**config.mk**
```make
export PLATFORM = sky130hd
export DESIGN_NAME = not16_checker_not16
export DESIGN_NICKNAME = d
export VERILOG_FILES = /design/src/rtl/not16_checker_not16.sv
export SDC_FILE = /design/constraint.sdc
export NUM_CORES = 1
export LEC_CHECK = 0
export CAP_MARGIN = 20
export CORE_AREA = 3 3 40 42
export DETAILED_ROUTE_END_ITERATION = 12
export DIE_AREA = 0 0 43 45
export GPL_TIMING_DRIVEN = 0
export PLACE_DENSITY = 0.59
export SYNTH_ARGS = -nofsm -noshare
export SYNTH_HDL_FRONTEND = slang
export SYNTH_SLANG_ARGS = --single-unit
```
**constraint.sdc**
```tcl
create_clock -name vclk -period 0.8
set_clock_uncertainty 0.2 [all_clocks]
set_input_delay 0.16 -clock vclk [all_inputs]
set_output_delay 0.16 -clock vclk [all_outputs]
set_load 0.02 [all_outputs]
```
**src/rtl/not16_checker_not16.sv**
```systemverilog
// ============================================================================
// Module      : not16_checker_not16
// Description : Golden Not16 model; produces the expected response for stim.
// Revision    : 1.0 - initial release
// ============================================================================
`default_nettype none

module not16_checker_not16 #(
    parameter int WIDTH = 16
) (
    input  logic [WIDTH-1:0] i_a,
    output logic [WIDTH-1:0] o_y
);

    assign o_y = ~i_a;

endmodule

`default_nettype wire

```
==> flow_summary.toml, run 1 <==
[routing]
dr.pass1.iters = 1
totalWireLength_um = 431
antenna_left = 0
drc = 0
wl_per_cell_um = 6.841
drtIter0Drc = 0
vias = 179
viasPerCell = 2.841

[synthesis]
synth_area_um2 = 60.06
synth_cell_type_count = 1
synth.top_cell.area_share_pct = 100.0
synth_fp_nets = 32
syn-instance-count = 16
synthTopCellsByArea = "inv_1 (100%)"
synth_top_area_cell = "inv_1"
yosysWarnings = 0
syn_avg_cell_area_um2 = 3.754
ys_seq_area_share_pct = 0

[worst_hold_path]
worstHoldStart = "i_a[2]"
hp-class = "in -> out"

[sta]
max_freq_ghz = 1.276
fin_crit_sh_pct = 97.95
min_period_ns = 0.7836
hold_viol = 0
slew_headroom_pct = 96.20
tightest_slew_ns = 0.05697
setup_violations = 0
holdWs_ns = 0.3465
rsz0062_at_grt = "no"
maxSlewViolCount = 0

[critical_path]
critPathCaptureType = "output pin"
startpoint_type = "primary input"
crit_path_start = "i_a[5]"
required_ns = 0.44
worstPathMaxFanout = 1
cp.arrival_ns = 0.42
path_class = "in -> out"

[power]
powerDensity_nw_per_um2 = 614.4
ir_drop_mv = 0.1710
leakagePower_nw = 0.2396

[die]
dieArea_um2 = 1935
die_h_um = 45
io_pins = 32
core_area_um2 = 1285
rows = 13
initial_utilization_pct = 4.674
die_w_um = 43

[clock_network]
cts_hold_buf = 0
cts_post_setup_buffers_inserted = 0

[global_route]
antenna_found_initial = 0
grt_pass1_vias = 135
track_usage_pct = 3.483
grt_max_degree = 2
grt-ovfl-total = 0
grt_pass1_wl_um = 572

[place]
place_congestion = 0.5509
hpwl_um = 399.5
placed_cells = 63
port_buffers = 32

[run_status]
status = "finished clean"

[layout]
drive_above_1_share_pct = 77.08
nClkBuffers = 0
seqCellArea_um2 = 0
num_antenna_cells = 0
fill_cells = 150
multi_input_area_um2 = 0
nNetsFinal = 66
final_cells = 63
area_delta_synth_final_pct = 464.6
seq_cell_count = 0
final_cell_mix = "buf_2 (16), buf_6 (16), inv_1 (11), inv_2 (5)"
num-multi-input-gates = 0

[flow_run]
max_cap_viol_count = 0
-- worst max-delay path: stages --
cell and delay (ns):
buf_2 0.09, inv_1 0.06, buf_6 0.11
-- final timing paths --
kind | end | depth (start not counted) | slack (ns)
hold / removal | o_y[2] | 3 | 0.35
setup / recovery | o_y[5] | 3 | 0.02
-- synthesized netlist by cell type --
master	instances
inv_1	16
-- final cells by class --
class	count	area, um^2	share of cell area, %
Timing Repair Buffer	32	260.3	76.75
Tap cell	15	18.77	5.535
Inverter	16	60.06	17.71
-- metal layers --
layer	global-route usage, %	vias to the layer above	wire [um]
li1	-	96	-
met5	0	-	0
met1	4.286	64	136
met4	0	0	0
met2	5.389	19	187
met3	2.390	0	107
-- through the flow --
step	util, %	setup WS [ns]	total power [W]	TNS (ns)	instance area, um^2
after global placement	31.06	-0.7731	0.0002282	-12.08	399.1
final	26.39	0.01639	0.0002083	0	339.1
after detailed placement	31.06	-0.7750	0.0002297	-12.15	399.1
after global routing	26.39	0.002217	0.0002207	0	339.1
after CTS	26.39	0.01198	0.0002078	0	339.1
after floorplan	-	0.1518	0.00007168	0	60.06
-- cell families (layout without fill, tap and decap cells) --
group / count (synthesis) / in the layout / synth area share [%]
buffers and inverters: 16 / 48 / 100.0
-- power by group --
part | total [W] | internal [W] | switching, W
registers | 0 | 0 | 0
logic | 0.000208 | 0.000111 | 0.0000974
clock network | 0 | 0 | 0
total | 0.000208 | 0.000111 | 0.0000974
-- repair_timing --
item,CTS,global route
resized for setup,144,5
endpoints found under the hold margin,0,0
endpoints found under the setup margin,16,5
Note: power is estimated with default switching activity, not from simulation.
==> inputs of run 2 (changes only) <==
--- a/constraint.sdc
+++ b/constraint.sdc
@@ -4,2 +4,2 @@
 set_output_delay 0.16 -clock vclk [all_outputs]
-set_load 0.02 [all_outputs]
+set_load 0.01 [all_outputs]
==> flow_summary.toml, run 2 (synthesis results as in run 1) <==
[power]
p_switching_w = 0.00005527
pwr-share-seq_pct = 0
ir_drop_mv = 0.1017
swShare_pct = 45.44
p_comb_share_pct = 100.0
p_int_w = 0.00006635
p_clk_share_pct = 0
powerDensity_nw_per_um2 = 483.6
leakagePower_nw = 0.2143

[critical_path]
crit_end = "o_y[3]"
cp_common_cell = "buf_2"
cp.arrival_ns = 0.41
critical_path.max_stage_delay_ns = 0.12
cp_num_cells = 3
crit_path_start = "i_a[3]"
startpoint_type = "primary input"
required_ns = 0.44
path_class = "in -> out"
critPathCaptureType = "output pin"
path_buf_inv = 3
crit_family = "buffers and inverters"
crit_slowest_cell = "buf_2"
worstPathMaxFanout = 1
path_cells = "buf_2 -> inv_1 -> buf_2"

[run_status]
status = "finished clean"

[routing]
totalWireLength_um = 448
viasPerCell = 2.873
wl_per_cell_um = 7.111
dr.pass1.iters = 1
drtIter0Drc = 0
drc = 0
vias = 181
antenna_left = 0

[sta]
hold_viol = 0
setup_violations = 0
max_freq_ghz = 1.296
maxSlewViolCount = 0
holdWs_ns = 0.3382
fin_crit_sh_pct = 96.42
setup_tns_ns = 0
min_period_ns = 0.7714
rsz0062_at_grt = "no"
tightest_slew_ns = 0.06579
slew_headroom_pct = 95.64

[global_route]
antenna_found_initial = 0
grt_pass1_vias = 132
track_usage_pct = 3.483
grt_pass1_wl_um = 572
grt-ovfl-total = 0
grt_max_degree = 2

[layout]
seqCellArea_um2 = 0
nClkBuffers = 0
num-multi-input-gates = 0
num_antenna_cells = 0
drive_above_1_share_pct = 68.75
seq_cell_count = 0
multi_input_area_um2 = 0
fill_cells = 164
nNetsFinal = 66
area_delta_synth_final_pct = 318.7
final_util_pct = 19.57
layout_commonest_cell = "buf_2"
final_cell_mix = "buf_2 (30), inv_1 (15), buf_6 (2), inv_2 (1)"

[die]
die_h_um = 45
dieArea_um2 = 1935
rows = 13
initial_utilization_pct = 4.674
die_w_um = 43
io_pins = 32
core_area_um2 = 1285

[clock_network]
cts_hold_buf = 0
cts_post_setup_buffers_inserted = 0

[flow_run]
max_cap_viol_count = 0

[worst_hold_path]
hp-class = "in -> out"

[place]
hpwl_um = 399.5
port_buffers = 32
place_congestion = 0.5509
## run 2: cell types whose count changed in the layout (fill, tap and decap cells not counted)
cell,previous run,this run
buf_6,16,2
buf_2,16,30
inv_2,5,1
inv_1,11,15
## run 2: layer usage
metal / up-vias / track usage [%] / share of wire [%]
met2: 19 / 5.389 / 42
met1: 66 / 4.286 / 32
met5: - / 0 / 0
li1: 96 / - / -
met4: 0 / 0 / 0
met3: 0 / 2.390 / 26
## run 2: cell type report
class	instances	share of cell area, %
well taps	15	7.463
inverters	16	23.88
repair buffers	32	68.66
## run 2: power by group through the flow
stage	Combinational [W]	Clock, W	Sequential (W)
floorplan	0.0000393	0	0
CTS	0.000120	0	0
finish	0.000122	0	0
detailed placement	0.000197	0	0
global route	0.000134	0	0
global placement	0.000196	0	0
## run 2: tightest hold or removal path, stage by stage
cell and delay [ns]:
buf_2 0.07, inv_1 0.04, buf_6 0.11
## run 2: timing repair
| item | in CTS | in global routing |
|---|---|---|
| endpoints found under the setup margin | 16 | 2 |
| resized for setup | 113 | 2 |
| pin swaps | 0 | 0 |
## run 2: per-stage QoR
stage / setup WS (ns) / cell area (um^2) / cells / power, W
after floorplan: 0.2086 / 60.06 / 16 / 0.00003930
after global placement: -0.7051 / 399.1 / 63 / 0.0001956
after detailed placement: -0.7071 / 399.1 / 63 / 0.0001971
after CTS: 0.02374 / 245.2 / 63 / 0.0001200
after global routing: 0.001889 / 251.5 / 63 / 0.0001342
final: 0.02862 / 251.5 / 63 / 0.0001216
## run 2: how the worst min path moves through the flow
stage	slack, ns	cells past startpoint	endpoint	start
after floorplan	0.16	1	o_y[0]	i_a[0]
after global placement	1.06	3	o_y[9]	i_a[9]
after detailed placement	1.06	3	o_y[2]	i_a[2]
after CTS	0.34	3	o_y[2]	i_a[2]
after global routing	0.35	3	o_y[12]	i_a[12]
final	0.34	3	o_y[6]	i_a[6]
==> inputs of run 3 (changes only) <==
- ABC_AREA: not set -> 1
- clock period: 0.8 -> 1 ns (I/O delays scaled with it)
==> flow_summary.toml, run 3 (synthesis results as in run 1) <==
[die]
rows = 13
die_h_um = 45
core_area_um2 = 1285
die_w_um = 43
io_pins = 32
initial_utilization_pct = 4.674
dieArea_um2 = 1935

[power]
powerDensity_nw_per_um2 = 343.5
p_comb_share_pct = 100.0
leakagePower_nw = 0.2274
ir_drop_mv = 0.08712
p_clk_share_pct = 0
swShare_pct = 38.80
pwr-share-seq_pct = 0
p_int_w = 0.00006891
p_switching_w = 0.00004368

[layout]
final_area_um2 = 327.8
seqCellArea_um2 = 0
nClkBuffers = 0
layout_commonest_cell = "inv_1"
nNetsFinal = 66
seq_cell_count = 0
final_util_pct = 25.51
fill_cells = 153
num_antenna_cells = 0
multi_input_area_um2 = 0
num-multi-input-gates = 0
drive_above_1_share_pct = 33.33
final_cell_mix = "inv_1 (16), buf_2 (14), clkdlybuf4s15_1 (13), dlygate4sd2_1 (3), buf_6 (2)"
area_delta_synth_final_pct = 445.8

[sta]
min_period_ns = 0.9833
rsz0062_at_grt = "no"
max_freq_ghz = 1.017
setup_violations = 0
slew_headroom_pct = 95.65
fin_crit_sh_pct = 98.33
maxSlewViolCount = 0
holdWs_ns = 0.5059
tightest_slew_ns = 0.06572
setup_slack_ns = 0.01667
hold_viol = 0

[critical_path]
worstPathMaxFanout = 1
startpoint_type = "primary input"
cp.arrival_ns = 0.58
critical_path.max_stage_delay_ns = 0.22
path_class = "in -> out"
critPathCaptureType = "output pin"
required_ns = 0.60
crit_slowest_cell = "dlygate4sd2_1"
path_cells = "dlygate4sd2_1 -> inv_1 -> buf_2"

[global_route]
track_usage_pct = 3.400
antenna_found_initial = 0
grt_pass1_wl_um = 558
grt_pass1_vias = 129
grt_max_degree = 2
grt-ovfl-total = 0

[routing]
wl_per_cell_um = 6.937
drtIter0Drc = 0
vias = 181
totalWireLength_um = 437
antenna_left = 0
drc = 0
dr.pass1.iters = 1
viasPerCell = 2.873

[place]
hpwl_um = 399.5
dpl_cell_area_um2 = 399.1
dp_slack_ns = -0.5871
place_congestion = 0.5509
port_buffers = 32

[worst_hold_path]
hp-class = "in -> out"

[clock_network]
cts_resized = 81
cts_post_setup_buffers_inserted = 0
cts_hold_buf = 0

[flow_run]
max_cap_viol_count = 0

[run_status]
status = "finished clean"
==> run 3: layer usage <==
layer	GRT usage (%)	wire length [um]	vias up
met2	5.389	188	19
met4	0	0	0
met5	0	0	-
met3	2.390	113	0
li1	-	-	96
met1	4.048	134	66
==> run 3: layout make-up <==
type,count,area share (%)
repair buffers,32,75.95
inverters,16,18.32
well taps,15,5.725
==> run 3: critical path: cells and delay by family <==
kind	cells	cell delay (ns)
buffers and inverters	3	0.38
==> run 3: stage by stage <==
stage	power (W)	instances	setup TNS [ns]
floorplan	0.00003144	16	0
global placement	0.0001565	63	-9.070
detailed placement	0.0001577	63	-9.141
CTS	0.0001055	63	0
global route	0.0001225	63	0
finish	0.0001126	63	0
==> run 3: worst paths after layout <==
path	startpoint	to	depth (start not counted)
setup / recovery	i_a[12]	o_y[12]	3
hold / removal	i_a[6]	o_y[6]	3
==> run 3: power by group through the flow <==
stage,Sequential (W),Clock [W],Combinational (W)
global placement,0,0,0.000156
global route,0,0,0.000123
floorplan,0,0,0.0000314
detailed placement,0,0,0.000158
CTS,0,0,0.000105
finish,0,0,0.000113
